**config.mk**
```make
export PLATFORM = sky130hd
export DESIGN_NAME = pwm_symbol_sequencer
export DESIGN_NICKNAME = d
export VERILOG_FILES = /design/src/rtl/pwm_symbol_sequencer.sv
export SDC_FILE = /design/constraint.sdc
export NUM_CORES = 1
export LEC_CHECK = 0
export BUFFER_PORTS_ARGS = -buffer_cell sky130_fd_sc_hd__buf_2
export CELL_PAD_IN_SITES_DETAIL_PLACEMENT = 1
export CELL_PAD_IN_SITES_GLOBAL_PLACEMENT = 2
export CORE_AREA = 4 4 174 125
export DETAILED_ROUTE_END_ITERATION = 10
export DIE_AREA = 0 0 178 129
export PLACE_DENSITY_LB_ADDON = 0.1
export SYNTH_ARGS = -nofsm -noshare
export SYNTH_HDL_FRONTEND = slang
export SYNTH_SLANG_ARGS = --single-unit
```
**constraint.sdc**
```tcl
create_clock -name aclk -period 8.2 [get_ports aclk]
set_clock_uncertainty 0.2 [all_clocks]
set_input_delay 1.23 -clock aclk [delete_from_list [all_inputs] [get_ports aclk]]
set_output_delay 1.23 -clock aclk [all_outputs]
set_load 0.01 [all_outputs]
```
**src/rtl/pwm_symbol_sequencer.sv**
```systemverilog
// pwm_symbol_sequencer
// Buffers frame bytes, prepends an alternating preamble and serialises each
// bit (MSB first) as an OOK duty level held for a programmable symbol period.
// Optional build macro: MANCHESTER_EN (each symbol becomes two half-symbols).
// Ports:
//   aclk, areset          clock, synchronous active-high reset
//   cfg_enable            allow frames to start/continue
//   cfg_sym_period        cycles per symbol (0 behaves as 1)
//   cfg_level1/0, cfg_idle duty levels for '1', '0' and idle
//   s_valid/s_ready/s_data/s_last  byte input stream
//   pwm_threshold         registered duty to the PWM counter
//   sym_strobe            pulse on the first cycle of each symbol
//   busy                  high whenever not idle
//   underrun              sticky: FIFO ran dry mid-frame
`timescale 1ns/1ps
module pwm_symbol_sequencer #(
  parameter int unsigned DUTY_W     = 16,
  parameter int unsigned FIFO_DEPTH = 8,
  parameter int unsigned PREAMBLE_N = 8
) (
  input  logic              aclk,
  input  logic              areset,
  input  logic              cfg_enable,
  input  logic [15:0]       cfg_sym_period,
  input  logic [DUTY_W-1:0] cfg_level1,
  input  logic [DUTY_W-1:0] cfg_level0,
  input  logic [DUTY_W-1:0] cfg_idle,
  input  logic              s_valid,
  output logic              s_ready,
  input  logic [7:0]        s_data,
  input  logic              s_last,
  output logic [DUTY_W-1:0] pwm_threshold,
  output logic              sym_strobe,
  output logic              busy,
  output logic              underrun
);

  localparam int unsigned PTR_W = $clog2(FIFO_DEPTH);
  localparam int unsigned CNT_W = PTR_W + 1;
  localparam int unsigned PRE_W = $clog2(PREAMBLE_N);
  localparam int unsigned PER_W = 16;
`ifdef MANCHESTER_EN
  localparam bit MANCH_EN = 1'b1;
`else
  localparam bit MANCH_EN = 1'b0;
`endif

  typedef enum logic [1:0] {ST_IDLE, ST_PREAMBLE, ST_DATA} state_t;

  // Byte FIFO: {last, data}
  logic [8:0]       fifo_mem [FIFO_DEPTH];
  logic [PTR_W-1:0] wr_ptr, rd_ptr;
  logic [CNT_W-1:0] fifo_cnt, fifo_cnt_d;
  logic             push_c, pop_c, fifo_empty_c;
  logic [8:0]       fifo_rd_c;

  state_t            state_q, state_d;
  logic [PER_W-1:0]  sym_cnt_q, sym_cnt_d, per_q, per_d, per_m1_c;
  logic [PRE_W-1:0]  pre_idx_q, pre_idx_d;
  logic [7:0]        shreg_q, shreg_d;
  logic [2:0]        bits_q, bits_d;
  logic              last_q, last_d, bit_q, bit_d, half_q, half_d;
  logic [DUTY_W-1:0] lvl1_q, lvl1_d, lvl0_q, lvl0_d, thr_d;
  logic              strobe_d, underrun_d, start_sym_c, sym_val_c;

  assign push_c       = s_valid & s_ready;
  assign fifo_empty_c = (fifo_cnt == CNT_W'(0));
  assign fifo_rd_c    = fifo_mem[rd_ptr];
  assign fifo_cnt_d   = fifo_cnt + CNT_W'(push_c) - CNT_W'(pop_c);
  assign per_m1_c     = (cfg_sym_period == PER_W'(0)) ? PER_W'(0) : cfg_sym_period - PER_W'(1);

  // FIFO storage; contents are invalidated by pointer reset only
  always_ff @(posedge aclk) begin
    if (push_c) fifo_mem[wr_ptr] <= {s_last, s_data};
  end

  // Next-state, symbol sequencing and output decisions
  always_comb begin
    state_d     = state_q;
    sym_cnt_d   = sym_cnt_q;
    per_d       = per_q;
    pre_idx_d   = pre_idx_q;
    shreg_d     = shreg_q;
    bits_d      = bits_q;
    last_d      = last_q;
    bit_d       = bit_q;
    half_d      = half_q;
    lvl1_d      = lvl1_q;
    lvl0_d      = lvl0_q;
    thr_d       = pwm_threshold;
    strobe_d    = 1'b0;
    underrun_d  = underrun;
    pop_c       = 1'b0;
    start_sym_c = 1'b0;
    sym_val_c   = 1'b0;
    case (state_q)
      ST_IDLE: begin
        thr_d = cfg_idle;
        if (cfg_enable && !fifo_empty_c) begin
          state_d     = ST_PREAMBLE;
          underrun_d  = 1'b0;
          pre_idx_d   = PRE_W'(0);
          start_sym_c = 1'b1;
          sym_val_c   = 1'b1;
        end
      end
      default: begin
        if (sym_cnt_q != per_q) begin
          sym_cnt_d = sym_cnt_q + PER_W'(1);
        end else if (MANCH_EN && !half_q) begin
          // second half carries the complementary level
          half_d    = 1'b1;
          sym_cnt_d = PER_W'(0);
          thr_d     = bit_q ? lvl0_q : lvl1_q;
        end else if (!cfg_enable) begin
          state_d = ST_IDLE;
          thr_d   = cfg_idle;
        end else if (state_q == ST_PREAMBLE && pre_idx_q != PRE_W'(PREAMBLE_N - 1)) begin
          pre_idx_d   = pre_idx_q + PRE_W'(1);
          start_sym_c = 1'b1;
          sym_val_c   = pre_idx_q[0];
        end else if (state_q == ST_DATA && bits_q != 3'd0) begin
          bits_d      = bits_q - 3'd1;
          shreg_d     = {shreg_q[6:0], 1'b0};
          start_sym_c = 1'b1;
          sym_val_c   = shreg_q[6];
        end else if (state_q == ST_DATA && last_q) begin
          state_d = ST_IDLE;
          thr_d   = cfg_idle;
        end else if (fifo_empty_c) begin
          state_d    = ST_IDLE;
          thr_d      = cfg_idle;
          underrun_d = 1'b1;
        end else begin
          pop_c       = 1'b1;
          state_d     = ST_DATA;
          shreg_d     = fifo_rd_c[7:0];
          last_d      = fifo_rd_c[8];
          bits_d      = 3'd7;
          start_sym_c = 1'b1;
          sym_val_c   = fifo_rd_c[7];
        end
      end
    endcase
    // Levels and period are captured at every symbol start
    if (start_sym_c) begin
      sym_cnt_d = PER_W'(0);
      half_d    = 1'b0;
      bit_d     = sym_val_c;
      lvl1_d    = cfg_level1;
      lvl0_d    = cfg_level0;
      per_d     = per_m1_c;
      strobe_d  = 1'b1;
      thr_d     = sym_val_c ? cfg_level1 : cfg_level0;
    end
  end

  // State and datapath registers
  always_ff @(posedge aclk) begin
    if (areset) begin
      state_q       <= ST_IDLE;
      wr_ptr        <= PTR_W'(0);
      rd_ptr        <= PTR_W'(0);
      fifo_cnt      <= CNT_W'(0);
      s_ready       <= 1'b0;
      sym_cnt_q     <= PER_W'(0);
      per_q         <= PER_W'(0);
      pre_idx_q     <= PRE_W'(0);
      shreg_q       <= 8'd0;
      bits_q        <= 3'd0;
      last_q        <= 1'b0;
      bit_q         <= 1'b0;
      half_q        <= 1'b0;
      lvl1_q        <= DUTY_W'(0);
      lvl0_q        <= DUTY_W'(0);
      pwm_threshold <= DUTY_W'(0);
      sym_strobe    <= 1'b0;
      busy          <= 1'b0;
      underrun      <= 1'b0;
    end else begin
      state_q       <= state_d;
      if (push_c) wr_ptr <= wr_ptr + PTR_W'(1);
      if (pop_c)  rd_ptr <= rd_ptr + PTR_W'(1);
      fifo_cnt      <= fifo_cnt_d;
      s_ready       <= (fifo_cnt_d != CNT_W'(FIFO_DEPTH));
      sym_cnt_q     <= sym_cnt_d;
      per_q         <= per_d;
      pre_idx_q     <= pre_idx_d;
      shreg_q       <= shreg_d;
      bits_q        <= bits_d;
      last_q        <= last_d;
      bit_q         <= bit_d;
      half_q        <= half_d;
      lvl1_q        <= lvl1_d;
      lvl0_q        <= lvl0_d;
      pwm_threshold <= thr_d;
      sym_strobe    <= strobe_d;
      busy          <= (state_d != ST_IDLE);
      underrun      <= underrun_d;
    end
  end

endmodule
```
==> results of run 1 <==
[final cells by class]
class	instances	area, sq um	area share
flip-flops and latches	153	3780	0.457
multi-input cells	390	2990	0.361
repair buffers	101	518	0.0626
clock buffers	19	443	0.0535
well taps	270	338	0.0408
clock inverters	13	145	0.0175
inverters	15	56.3	0.00681
[power by group]
group / internal [mW] / total, mW / switching (mW)
registers: 0.886 / 0.944 / 0.0577
logic: 0.198 / 0.573 / 0.375
clock network: 0.460 / 0.786 / 0.326
[how the worst min path moves through the flow]
stage	cells past startpoint	slack (ns)	endpoint
6_report	1	0.28	per_q[1]$_SDFFE_PP0N_
5_1_grt	1	0.30	per_q[15]$_SDFFE_PP0N_
4_1_cts	1	0.29	per_q[1]$_SDFFE_PP0N_
3_5_place_dp	1	0.28	per_q[1]$_SDFFE_PP0N_
3_3_place_gp	1	0.27	per_q[1]$_SDFFE_PP0N_
2_1_floorplan	1	0.25	per_q[0]$_SDFFE_PP0N_
[sequential cells by signal, indices dropped and copies added (netlist names), 2 cells and up, named ones only]
register and cells:
per_q 16, bits_q 3, shreg_q 7, pwm_threshold 16
fifo_cnt 4, rd_ptr 3, wr_ptr 3, state_q 2
fifo_mem 72, sym_cnt_q 16, pre_idx_q 3
[through the flow]
step / hold WS [ns] / setup WS, ns / utilization / area [sq um] / power (mW)
floorplan: 0.252 / 4.85 / - / 6930 / 1.34
global placement: 0.271 / 4.21 / 0.387 / 7680 / 1.52
detailed placement: 0.276 / 4.05 / 0.387 / 7680 / 1.54
CTS: 0.288 / 4.41 / 0.417 / 8270 / 2.34
global route: 0.300 / 3.96 / 0.417 / 8270 / 2.44
finish: 0.283 / 4.47 / 0.417 / 8270 / 2.30
[metal layers]
metal,up-vias,part of all wire,track usage
met1,2389,0.51,0.226
met5,-,0,0
met3,10,0.031,0.0414
li1,2395,-,-
met2,69,0.46,0.237
met4,0,0.0075,0.0432
[cells in the mapped netlist, drive strengths merged, types with 5 or more instances]
master,instances
mux4,16
o21ai,14
xnor2,19
or2,7
nand3,10
o2bb2ai,14
nor3,13
nor2,57
nand2b,6
nor2b,5
a211oi,7
a21oi,15
o211ai,30
buf,17
ha,12
xor2,29
a22oi,17
inv,15
mux2i,21
edfxtp,72
clkbuf,16
or3,6
nor4,13
dfxtp,81
nand2,34
[logic make-up after synthesis]
| kind of cell | after synthesis |
|---|---|
| buffers and inverters | 48 |
| DFF | 153 |
| AOI/OAI and AO/OA | 115 |
| xor gates and xnor gates | 48 |
| muxes | 37 |
| adders and majority gates | 13 |
| and+or+nand+nor | 177 |
==> summary by stage, run 1 <==
Global routing
The total congestion overflow after global routing is 0. The number of antenna violations at the first check in global routing is 0. The total routing usage reported by global routing is 0.158.

The number of global-route vias before repair is 5,220. The largest net degree at the start of global routing is 37. The first global-routing pass estimated 28,200 microns of wire.

Route
In the routed design, unresolved DRC markers number 0. Dividing the detail-routed wire length by the instance count gives 18.2 microns. The mean number of vias per cell is 5.06. The total number of vias is 4,863. The first TritonRoute pass finished after 4 iterations.

The final antenna-violating net count is 0. The count of routing violations after the opening detailed-route iteration is 276. The aggregate routed wire length is 17,400 microns.

Critical path
The startpoint class of the critical path is a flop. For flop-to-flop paths, the worst setup slack is 4.47 ns. The most critical setup path has its endpoint at s_ready$_SDFF_PP0_. The data arrival time at the worst-slack endpoint is 3.81 ns. Among all stages on the critical path, the largest delay is contributed by nor3b_2. In this run the worst setup path begins at bits_q[1]$_SDFFE_PP0P_. On the critical path the largest part of the delay comes from simple AND/OR/NAND/NOR gates. The count of buffer and inverter cells on the critical path is 2. By instance count, the cell type seen most on the critical path is ha_1. The number of cells on the worst reg-to-reg path is 13. The launch point of the worst reg-to-reg path is bits_q[1]$_SDFFE_PP0P_. The type of the setup path with the least slack is flop to flop.

In this design, the stage delay of the slowest critical-path cell is 0.82 ns. The data required time of the critical path is 8.28 ns. The worst setup path is captured at a flop.

In this run the critical register-to-register path is captured at s_ready$_SDFF_PP0_. The depth of the critical timing path with buffers and inverters included is 13. Traced cell by cell, the critical path runs through inv_1 > ha_1 > ha_1 > nor3b_2 > a211oi_1 > nor3b_4 > xnor2_1 > ha_1 > inv_1 > fa_1 > xor2_1 > nor4bb_1 > nor2_1. The critical-path maximum fanout is 19.

STA
The max-slew headroom at the worst pin is 0.156. Setup repair after global routing left no endpoint under its margin. At the pin with the least slew margin, the transition time is 1.25 ns.

The total count of max-transition violations in the final report was 0. Based on the critical path, the design can be clocked at up to 0.268 GHz. Dividing the final minimum period by the clock period gives 0.455. The number of endpoints with negative hold slack in the final report came to 0.

The sum of negative setup slack is 0 ns. The final critical path time including I/O delays and setup is 3.73 ns. Setup violations remaining at the end of the flow were counted as 0.

Synth
The cell area that synthesis handed to floorplanning was 0.00693 sq mm. The number of nets handed over by synthesis was 681. The share of the synthesized area in the top cell type is 0.312. The most used flip-flop cell after synthesis is dfxtp_1. In this run, distinct cell masters in the synthesized netlist total 58. The portion of netlist area occupied by mux cells is 0.0823. The dominant combinational cell family by area after synthesis is simple AND/OR/NAND/NOR gates. The Yosys warning count is 0.

The fraction of the mapped netlist area in adder cells is 0.0245. Summed over all instances, the cell type with the most area after synthesis is edfxtp_1. Of the total synthesized cell area, the portion taken by AND, OR, NAND and NOR gates is 0.133.

The average cell area after synthesis is 11.7 sq um. Yosys attributes the largest share of cell area to edfxtp_1 31%, dfxtp_1 23%, mux4_2 5.2%, xor2_1 3.7%, o211ai_1 3.2%. The number of instances in the synthesized netlist is 591.

The synthesized flop and latch total is 153. The number of enable flip-flop cells after synthesis is 72. The xor and xnor fraction of the mapped netlist area is 0.0606.

The share of the synthesized area in compound gates (AO/OA/AOI/OAI) is 0.125. For this run, the register share of the synthesized area comes to 0.546. The share of flip-flops with an asynchronous set or reset after synthesis is 0.

Placement
The HPWL reported at the end of detailed placement is 12,200 microns. The number of port buffers is 96. Routability-driven placement finished with a final weighted congestion of 0.754. In this run, placement finished with an instance count of 929.

Floorplanning
The starting density of the core is 0.349. The boundary pin count is 97. The die area is 0.0230 sq mm. The number of placement rows is 43. The core box area is 0.0199 sq mm. The floorplan step set the die width to 178 microns. The die boundary height is 129 microns.

Job
The tool flagged a number of max-cap violations equal to 0.

Cells and area
Leaving out fill and tap cells, the most frequent cell in the layout is buf_2. The final layout contains 768 nets. The area overhead of the layout relative to synthesis is 19.3%. The filler cells instantiated in the layout total 2,139. Of the cells placed in the final design, the portion with a size suffix greater than 1 is 0.249. The number of antenna diodes is 0. Leaving out fill and tap cells, the most frequent cells in the layout are 96 x buf_2, 81 x dfxtp_1, 72 x edfxtp_1. The final cell count without fillers is 961.

Power
The static leakage is 2.91 nW. The worst ir drop on vdd is 0.153 mV. For this design the ratio of total power to cell area is 278 mW/mm^2.

CTS
Gates resized during post-CTS repair numbered 0. TritonCTS created 17 clock buffers. The count of buffers added by post-CTS timing repair for setup is 0.

The clock reaches the later pin of the worst-skew pair after 0.42 ns. CTS built an H-tree with a depth of 4. Clock-pin slew was measured on the worst setup and hold paths at 0.06 ns. The CTS tree is yes.

The cell sitting at the root of the clock tree is a clkbuf_16. For this design, the sink count on the clock tree is 153. The maximum clock path buffer count is 2. The count of hold-fix buffers inserted at cts is 0.

Hold path
The start point of the worst min-delay path is per_q[1]$_SDFFE_PP0N_. The worst hold path belongs to the class flop to flop.

Status
The run finished with clean final reports.
Power figures use the tool's default switching activity.
==> inputs of run 2 (changes only) <==
==> constraint.sdc (replaced) <==
create_clock -name aclk -period 3.7 [get_ports aclk]
set_clock_uncertainty 0.2 [all_clocks]
set_input_delay 0.555 -clock aclk [delete_from_list [all_inputs] [get_ports aclk]]
set_output_delay 0.555 -clock aclk [all_outputs]
set_load 0.01 [all_outputs]
==> run 2 against run 1 <==
First-iteration DRC count is the same. Count of clock-buffer cells in the layout shrank 1. Maximum frequency grew 12%. Clock power grew 120%. Utilization grew 0.46 points. Critical endpoint unchanged. Largest power group unchanged.
==> summary by stage, run 2 (same netlist as run 1, synthesis figures left out) <==
Status
The flow ran to the end, and the final reports show no timing, DRC or antenna violations.

CTS
The H-tree depth is 4. After clock tree synthesis, the flow added hold-fix buffers numbering 0. The total number of clock tree sinks is 153. The cell at the root of the clock tree is clkbuf_16. The source-to-sink clock delay at the later pin of the worst-skew pair is 0.42 ns.

Clock-pin slew was measured on the worst setup and hold paths at 0.07 ns. The clock passes through at most 2 buffers. Counting the buffers created by CTS gives 17. The CTS tree is yes.

Critical path
STA puts the critical path data arrival time at 3.41 ns. The launch point of the worst reg-to-reg path is sym_cnt_q[7]$_SDFFE_PP0P_. The type of the setup path with the least slack is flop to flop. Setup slack on the worst reg-to-reg path comes out at 0.38 ns.

The critical path endpoint category is a flop. The data required time of the critical path is 3.79 ns. The most critical setup path has its startpoint at sym_cnt_q[7]$_SDFFE_PP0P_. The startpoint class of the critical path is a flop. In this run the worst path has a maximum fanout of 10. The critical path ends at s_ready$_SDFF_PP0_. The worst register-to-register path ends at s_ready$_SDFF_PP0_. The number of cells on the worst reg-to-reg path is 12.

Route
The total iterations of the first detailed-routing run is 5. The total number of vias is 5,019. In the routed layout, each cell is associated on average with a via count of 5.13. The count of routing violations after the opening detailed-route iteration is 276. The detail route stage leaves a number of antenna-violating nets equal to 0. For this block, the routed nets add up to 17,500 microns of wire. After detailed routing, the average wire length per cell comes to 17.9 microns. After detailed routing, the number of remaining DRC violations is 0.

Cells and area
The flip-flop count of the largest register, all copies and words added is 72. The total area of multi-input combinational cells is 0.00297 sq mm. The combined flip-flop and latch cell area is 0.00378 sq mm. After filler insertion, the fill cell instance count of the layout stands at 2,155. The area overhead of the layout relative to synthesis is 20.6%.

Excluding fillers, the count of instances in the completed layout stands at 978. The leading cell type in the layout, fill and taps excluded is buf_2. The number of antenna diodes is 0. Counting flops per register, the top entry is fifo_mem. The library cells used most frequently in the layout, excluding fill and tap cells, are 96 x buf_2, 81 x dfxtp_1, 72 x edfxtp_1. The ratio of cells with drive above 1 in the final layout is 0.264. For this run, the post-layout net count is 785.

Placement
The HPWL reported at the end of detailed placement is 12,500 microns. The congestion estimate from routability-driven global placement came to 0.788. At the placement stage, the worst setup path has a slack of 0.256 ns.

After detailed placement, the design holds a cell count of 946. The number of port buffers is 96.

Floorplanning
The starting density of the core is 0.349. The floorplan step defined a die boundary enclosing 0.0230 sq mm. The boundary pin count is 97.

The die boundary height is 129 microns. The number of placement rows is 43. The horizontal die dimension is 178 microns. The core box area is 0.0199 sq mm.

STA
The total count of max-transition violations in the final report is 0. The smallest setup slack after layout is 0.378 ns. At the pin with the least slew margin, the transition time is 0.924 ns. The top achievable clock speed is 0.301 GHz.

Setup violations remaining at the end of the flow were counted as 0. Setup repair after global routing left no endpoint under its margin. The share of the cycle needed by the critical path after routing is 0.898. The final critical path time including I/O delays and setup is 3.32 ns. Setup total negative slack on the finished layout was measured at 0 ns.

The worst pin sits at a relative slew slack of 0.383. The number of endpoints with negative hold slack in the final report is 0.

Job
The max-capacitance violation count is 0.

Global routing
The total routing usage reported by global routing is 0.160. The number of antenna violations at the first check in global routing is 0. The wire length of the first global-routing pass is 28,600 microns. The number of global-route vias before repair came to 5,340. The total congestion overflow after global routing is 0. The largest net degree at the start of global routing is 37.

Power
The static leakage is 2.98 nW. The overall power of the completed layout is 5.11 mW. Dividing total power by cell area gives a power density of 611 mW/mm^2.

IR analysis of the VDD net gives a maximum drop of 0.332 mV.

Hold path
The min-delay analysis places its worst path in the category primary input to flop.
[run 2: cell count changes in the layout (fill, tap and decap cells not counted), sizes merged]
cell	change
inv	+4
bufinv	-1
clkinv	-1
clkinvlp	-1
clkbuf	-1
buf	+17
[run 2: critical path, stage by stage, from the launching register on]
cell,delay [ns]
dfxtp_1,0.35
xor2_1,0.17
nor4_2,0.40
nand4_1,0.21
buf_4,0.24
nor3b_4,0.27
xnor2_1,0.15
ha_1,0.19
inv_1,0.05
fa_1,0.37
xor2_1,0.20
nor4bb_1,0.31
nor2_1,0.06
[run 2: layout make-up]
| cell class | instances | share of cell area |
|---|---|---|
| Sequential cell | 153 | 0.452 |
| Multi-Input combinational cell | 390 | 0.356 |
| Timing Repair Buffer | 118 | 0.0772 |
| Clock buffer | 18 | 0.0513 |
| Tap cell | 270 | 0.0404 |
| Clock inverter | 14 | 0.0163 |
| Inverter | 15 | 0.00673 |
[run 2: worst min-delay path by stage]
stage                          startpoint               endpoint  slack (ns)  cells past startpoint
finish                  cfg_sym_period[0]  per_q[0]$_SDFFE_PP0N_        0.15                      2
global route            cfg_sym_period[0]  per_q[0]$_SDFFE_PP0N_        0.13                      2
CTS                     cfg_sym_period[0]  per_q[0]$_SDFFE_PP0N_        0.13                      2
detailed placement  per_q[3]$_SDFFE_PP0N_  per_q[3]$_SDFFE_PP0N_        0.27                      1
global placement    per_q[3]$_SDFFE_PP0N_  per_q[3]$_SDFFE_PP0N_        0.27                      1
floorplan           per_q[0]$_SDFFE_PP0N_  per_q[0]$_SDFFE_PP0N_        0.25                      1
[run 2: stage by stage]
stage          hold slack, ns  utilization  area (sq um)
4_1_cts                 0.130        0.421          8360
2_1_floorplan           0.252            -          6930
3_5_place_dp            0.271        0.392          7790
5_1_grt                 0.133        0.421          8360
6_report                0.151        0.421          8360
3_3_place_gp            0.270        0.392          7790
[run 2: repair_timing]
item,4_1_cts,5_1_grt
resized for setup,0,1
hold endpoints to repair,0,0
buffers inserted,0,0
endpoints found under the setup margin,0,1
[run 2: power breakdown]
group,total [mW],internal (mW),switching [mW]
Combinational,1.33,0.487,0.840
Sequential,2.09,1.96,0.129
Clock,1.69,0.942,0.745
Total,5.11,3.39,1.71
[run 2: per-layer routing]
layer | up-vias | share of wire | track usage
met1 | 2472 | 0.48 | 0.225
met2 | 103 | 0.46 | 0.248
met5 | - | 0 | 0
li1 | 2422 | - | -
met3 | 22 | 0.048 | 0.0373
met4 | 0 | 0.013 | 0.0459
==> inputs of run 3 (changes only) <==
--- a/config.mk
+++ b/config.mk
@@ -5,12 +5,13 @@
 export SDC_FILE = /design/constraint.sdc
 export NUM_CORES = 1
 export LEC_CHECK = 0
+export ABC_AREA = 1
 export BUFFER_PORTS_ARGS = -buffer_cell sky130_fd_sc_hd__buf_2
 export CELL_PAD_IN_SITES_DETAIL_PLACEMENT = 1
 export CELL_PAD_IN_SITES_GLOBAL_PLACEMENT = 2
-export CORE_AREA = 4 4 174 125
+export CORE_AREA = 4 4 181 130
 export DETAILED_ROUTE_END_ITERATION = 10
-export DIE_AREA = 0 0 178 129
+export DIE_AREA = 0 0 185 134
 export PLACE_DENSITY_LB_ADDON = 0.1
 export SYNTH_ARGS = -nofsm -noshare
 export SYNTH_HDL_FRONTEND = slang
==> run 3 against run 2 <==
Utilization down 0.55 points. Critical path type unchanged. Synthesized area up 8.4%. Die area up 8.0%.
==> summary by stage, run 3 <==
Synth
The dominant synthesized flop cell is dfxtp_1. The portion of netlist area occupied by mux cells is 0. Of the total synthesized cell area, the portion taken by AND, OR, NAND and NOR gates is 0.259.

The number of different library cells used by synthesis comes to 43. The share of the Yosys chip area taken by registers is 0.503. The share of synthesized area in the top cell type comes to 0.288.

Sorting the synthesized cells by area gives the leading types as edfxtp_1 29%, dfxtp_1 22%, nand2_1 10%, inv_1 5.6%, nor2_1 4.6%. The share of flip-flops with an asynchronous set or reset after synthesis is 0. In this run the cell area of the synthesized design comes to 0.00752 sq mm. By count the netlist is led by 206 x nand2_1, 112 x inv_1, 93 x nor2_1. The share of the synthesized area in compound gates (AO/OA/AOI/OAI) is 0.110.

The most frequent cell after synthesis is nand2_1. The number of instances in the synthesized netlist is 911. The fraction of the mapped netlist area in adder cells is 0.0226. The average cell area after synthesis is 8.25 sq um. The number of nets produced by synthesis is 1,001.

The synthesized design contains 72 enable-type register cells. The dominant combinational cell family by area after synthesis is simple AND/OR/NAND/NOR gates. Of the total synthesized cell area, the portion taken by XOR and XNOR cells is 0.0186. The synthesized flop and latch total is 153. The Yosys warning count is 0. Summed over all instances, the cell type with the most area after synthesis is edfxtp_1.

Critical path
The critical path endpoint category is a flop. The data required time of the critical path is 3.82 ns. For the worst flop-to-flop path, the logic depth is 20. Of all nets on the critical path, the largest fanout is 5.

The worst setup path is launched from a flop. The type of the setup path with the least slack is flop to flop. The data arrival time at the worst-slack endpoint is 3.25 ns. The startpoint identified for the worst register-to-register timing path is sym_cnt_q[5]$_SDFFE_PP0P_. The minimum setup slack among reg-to-reg paths is 0.56 ns. In this run the critical register-to-register path is captured at s_ready$_SDFF_PP0_.

STA
Timing would allow up to 0.319 GHz. The worst-case hold slack is 0.207 ns. Setup repair after global routing left no endpoint under its margin. Setup violations remaining at the end of the flow were counted as 0. The smallest setup slack after layout is 0.562 ns.

The total count of max-transition violations in the final report came to 0. Measured against its own limit, the worst slew margin works out to 0.320. The number of endpoints with negative hold slack in the final report is 0. The share of the cycle needed by the critical path after routing is 0.848. For the finished layout, the period the worst path requires is 3.14 ns. The sum of negative setup slack is 0 ns. For the pin with the worst max-slew slack, the measured transition is 1.02 ns.

Route
In the routed design, unresolved DRC markers number 0. In the routed layout, each cell is associated on average with a via count of 4.75. The final antenna-violating net count is 0.

In this run, the number of DRC markers left after iteration 0 of detailed routing was 299. The total iterations of the first detailed-routing run is 5. The post-detailed-route wirelength per cell is 16.3 microns. After detailed routing, the total wire length is 21,400 microns. The total number of vias is 6,229.

Cells and area
In the final layout, the share of cells above drive strength 1 is 0.202. The register ranked first by flip-flop count is fifo_mem. In the layout the commonest cells are 206 x nand2_1, 112 x inv_1, 96 x buf_2. The number of antenna diodes is 0. The post-route standard cell area excluding fillers is 0.00899 sq mm. At the end of the flow, the number of nets in the layout was 1,106. The register with the most flip-flops in the layout has 72 of them.

The area overhead of the layout relative to synthesis is 19.6%. The final cell utilization of the core is 0.416. The leading cell type in the layout, fill and taps excluded is nand2_1.

The final cell count without fillers is 1,310.

Power
For this design the ratio of total power to cell area is 651 mW/mm^2. Summing internal, switching and leakage power gives 5.85 mW. The static leakage is 3.86 nW. Across the VDD grid, the largest voltage drop is 0.377 mV.

Placement
Once placement finished, the instance area stood at 0.00834 sq mm. Prior to clock tree synthesis, the placed netlist has a worst setup slack of 0.591 ns. Port buffering added 96 buffers. After legalization and detailed placement, the total HPWL measured 15,500 microns. The weighted congestion reported at the end of routability-driven placement is 0.788. The number of cells in the design after placement is 1,279.

Hold path
Counting instances, the worst hold path has a depth of 1. The start point of the worst min-delay path is s_data[3]. In this run the worst hold path is classified as primary input to flop. The worst min-delay path endpoint is fifo_mem[5][3]$_DFFE_PP_.

Global routing
The number of global-route vias before repair is 6,460. The number of antenna violations at the first check in global routing is 2. The total routing usage reported by global routing is 0.178.

The first global-routing pass estimated 34,800 microns of wire. The total congestion overflow after global routing is 0. The largest net degree at the start of global routing is 36.

Status
The run finished with clean final reports.

CTS
After clock tree synthesis, the clock-pin slew on the worst setup and hold paths is 0.07 ns. The H-tree was split into 4 levels. The count of buffers added by post-CTS timing repair for setup is 0. Clock tree synthesis inserted a total of 17 buffers. The source-to-sink clock delay at the later pin of the worst-skew pair is 0.43 ns. Counting every sink on the clock net gives 153. TritonCTS built the clock tree. The clock passes through at most 2 buffers.

The count of instances resized after the clock tree is built is 0. The cell at the root of the clock tree is clkbuf_16. The count of hold-fix buffers inserted at cts is 0.

Floorplanning
The boundary pin count is 97. The core box area is 0.0216 sq mm. The starting density of the core is 0.348.

From bottom edge to top edge, the die measures 134 microns. The die area is 0.0248 sq mm. The number of placement rows is 45. From left edge to right edge, the die measures 185 microns.

Job
The tool flagged a number of max-cap violations equal to 0.
==> run 3: cell count changes after synthesis, sizes merged, moves of 28 or more <==
cell	before	now
nand2	34	211
inv	15	128
o21ai	14	72
a21oi	15	43
o211ai	30	0
nand3	10	88
nor2	57	98
==> run 3: power breakdown <==
| group | total [mW] | internal, mW | leakage (nW) | switching (mW) |
|---|---|---|---|---|
| Sequential | 2.13 | 2.00 | 1.31 | 0.122 |
| Clock | 1.94 | 1.20 | 0.314 | 0.734 |
| Combinational | 1.79 | 0.568 | 2.24 | 1.22 |
| Total | 5.85 | 3.77 | 3.86 | 2.08 |
==> run 3: kinds of logic (layout without fill, tap and decap cells) <==
kind of cell,after synthesis,count (layout)
xor+xnor,16,16
simple gates,424,424
compound gates,145,145
flops,153,153
fa+ha+maj,13,13
buf+inv,160,277
==> run 3: final cells by class <==
| type | instances | area [sq um] |
|---|---|---|
| clock inverters | 14 | 220 |
| flip-flops and latches | 153 | 3780 |
| inverters | 130 | 489 |
| well taps | 282 | 353 |
| fillers | 2640 | 12600 |
| multi-input cells | 598 | 3090 |
| clock buffers | 17 | 425 |
| repair buffers | 116 | 631 |
==> run 3: critical path, cell delays in order, from the launching register on <==
cell	delay, ns
dfxtp_1	0.41
inv_2	0.07
nand2_1	0.06
nand2_1	0.05
nor2_1	0.12
nand2_1	0.07
nor2_1	0.15
nand2_2	0.16
nor2_1	0.16
nand3_1	0.14
nor2_1	0.20
inv_1	0.09
nand2_1	0.07
ha_1	0.16
inv_1	0.05
fa_1	0.38
xnor2_1	0.14
inv_1	0.07
nand3_1	0.06
o21ai_0	0.18
inv_1	0.05
==> run 3: worst max path at each step <==
stage / from / endpoint / depth (start not counted)
2_1_floorplan: sym_cnt_q[2]$_SDFFE_PP0P_ / s_ready$_SDFF_PP0_ / 20
3_3_place_gp: sym_cnt_q[5]$_SDFFE_PP0P_ / s_ready$_SDFF_PP0_ / 20
3_5_place_dp: sym_cnt_q[5]$_SDFFE_PP0P_ / s_ready$_SDFF_PP0_ / 20
4_1_cts: sym_cnt_q[5]$_SDFFE_PP0P_ / s_ready$_SDFF_PP0_ / 20
5_1_grt: sym_cnt_q[5]$_SDFFE_PP0P_ / s_ready$_SDFF_PP0_ / 20
6_report: sym_cnt_q[5]$_SDFFE_PP0P_ / s_ready$_SDFF_PP0_ / 20
==> run 3: routing by layer <==
layer,global-route usage,vias to the layer above,wire length (microns)
met5,0,-,26
met1,0.275,2914,11500
met3,0.0461,14,1030
li1,-,3207,-
met4,0.0367,4,141
met2,0.250,90,8680
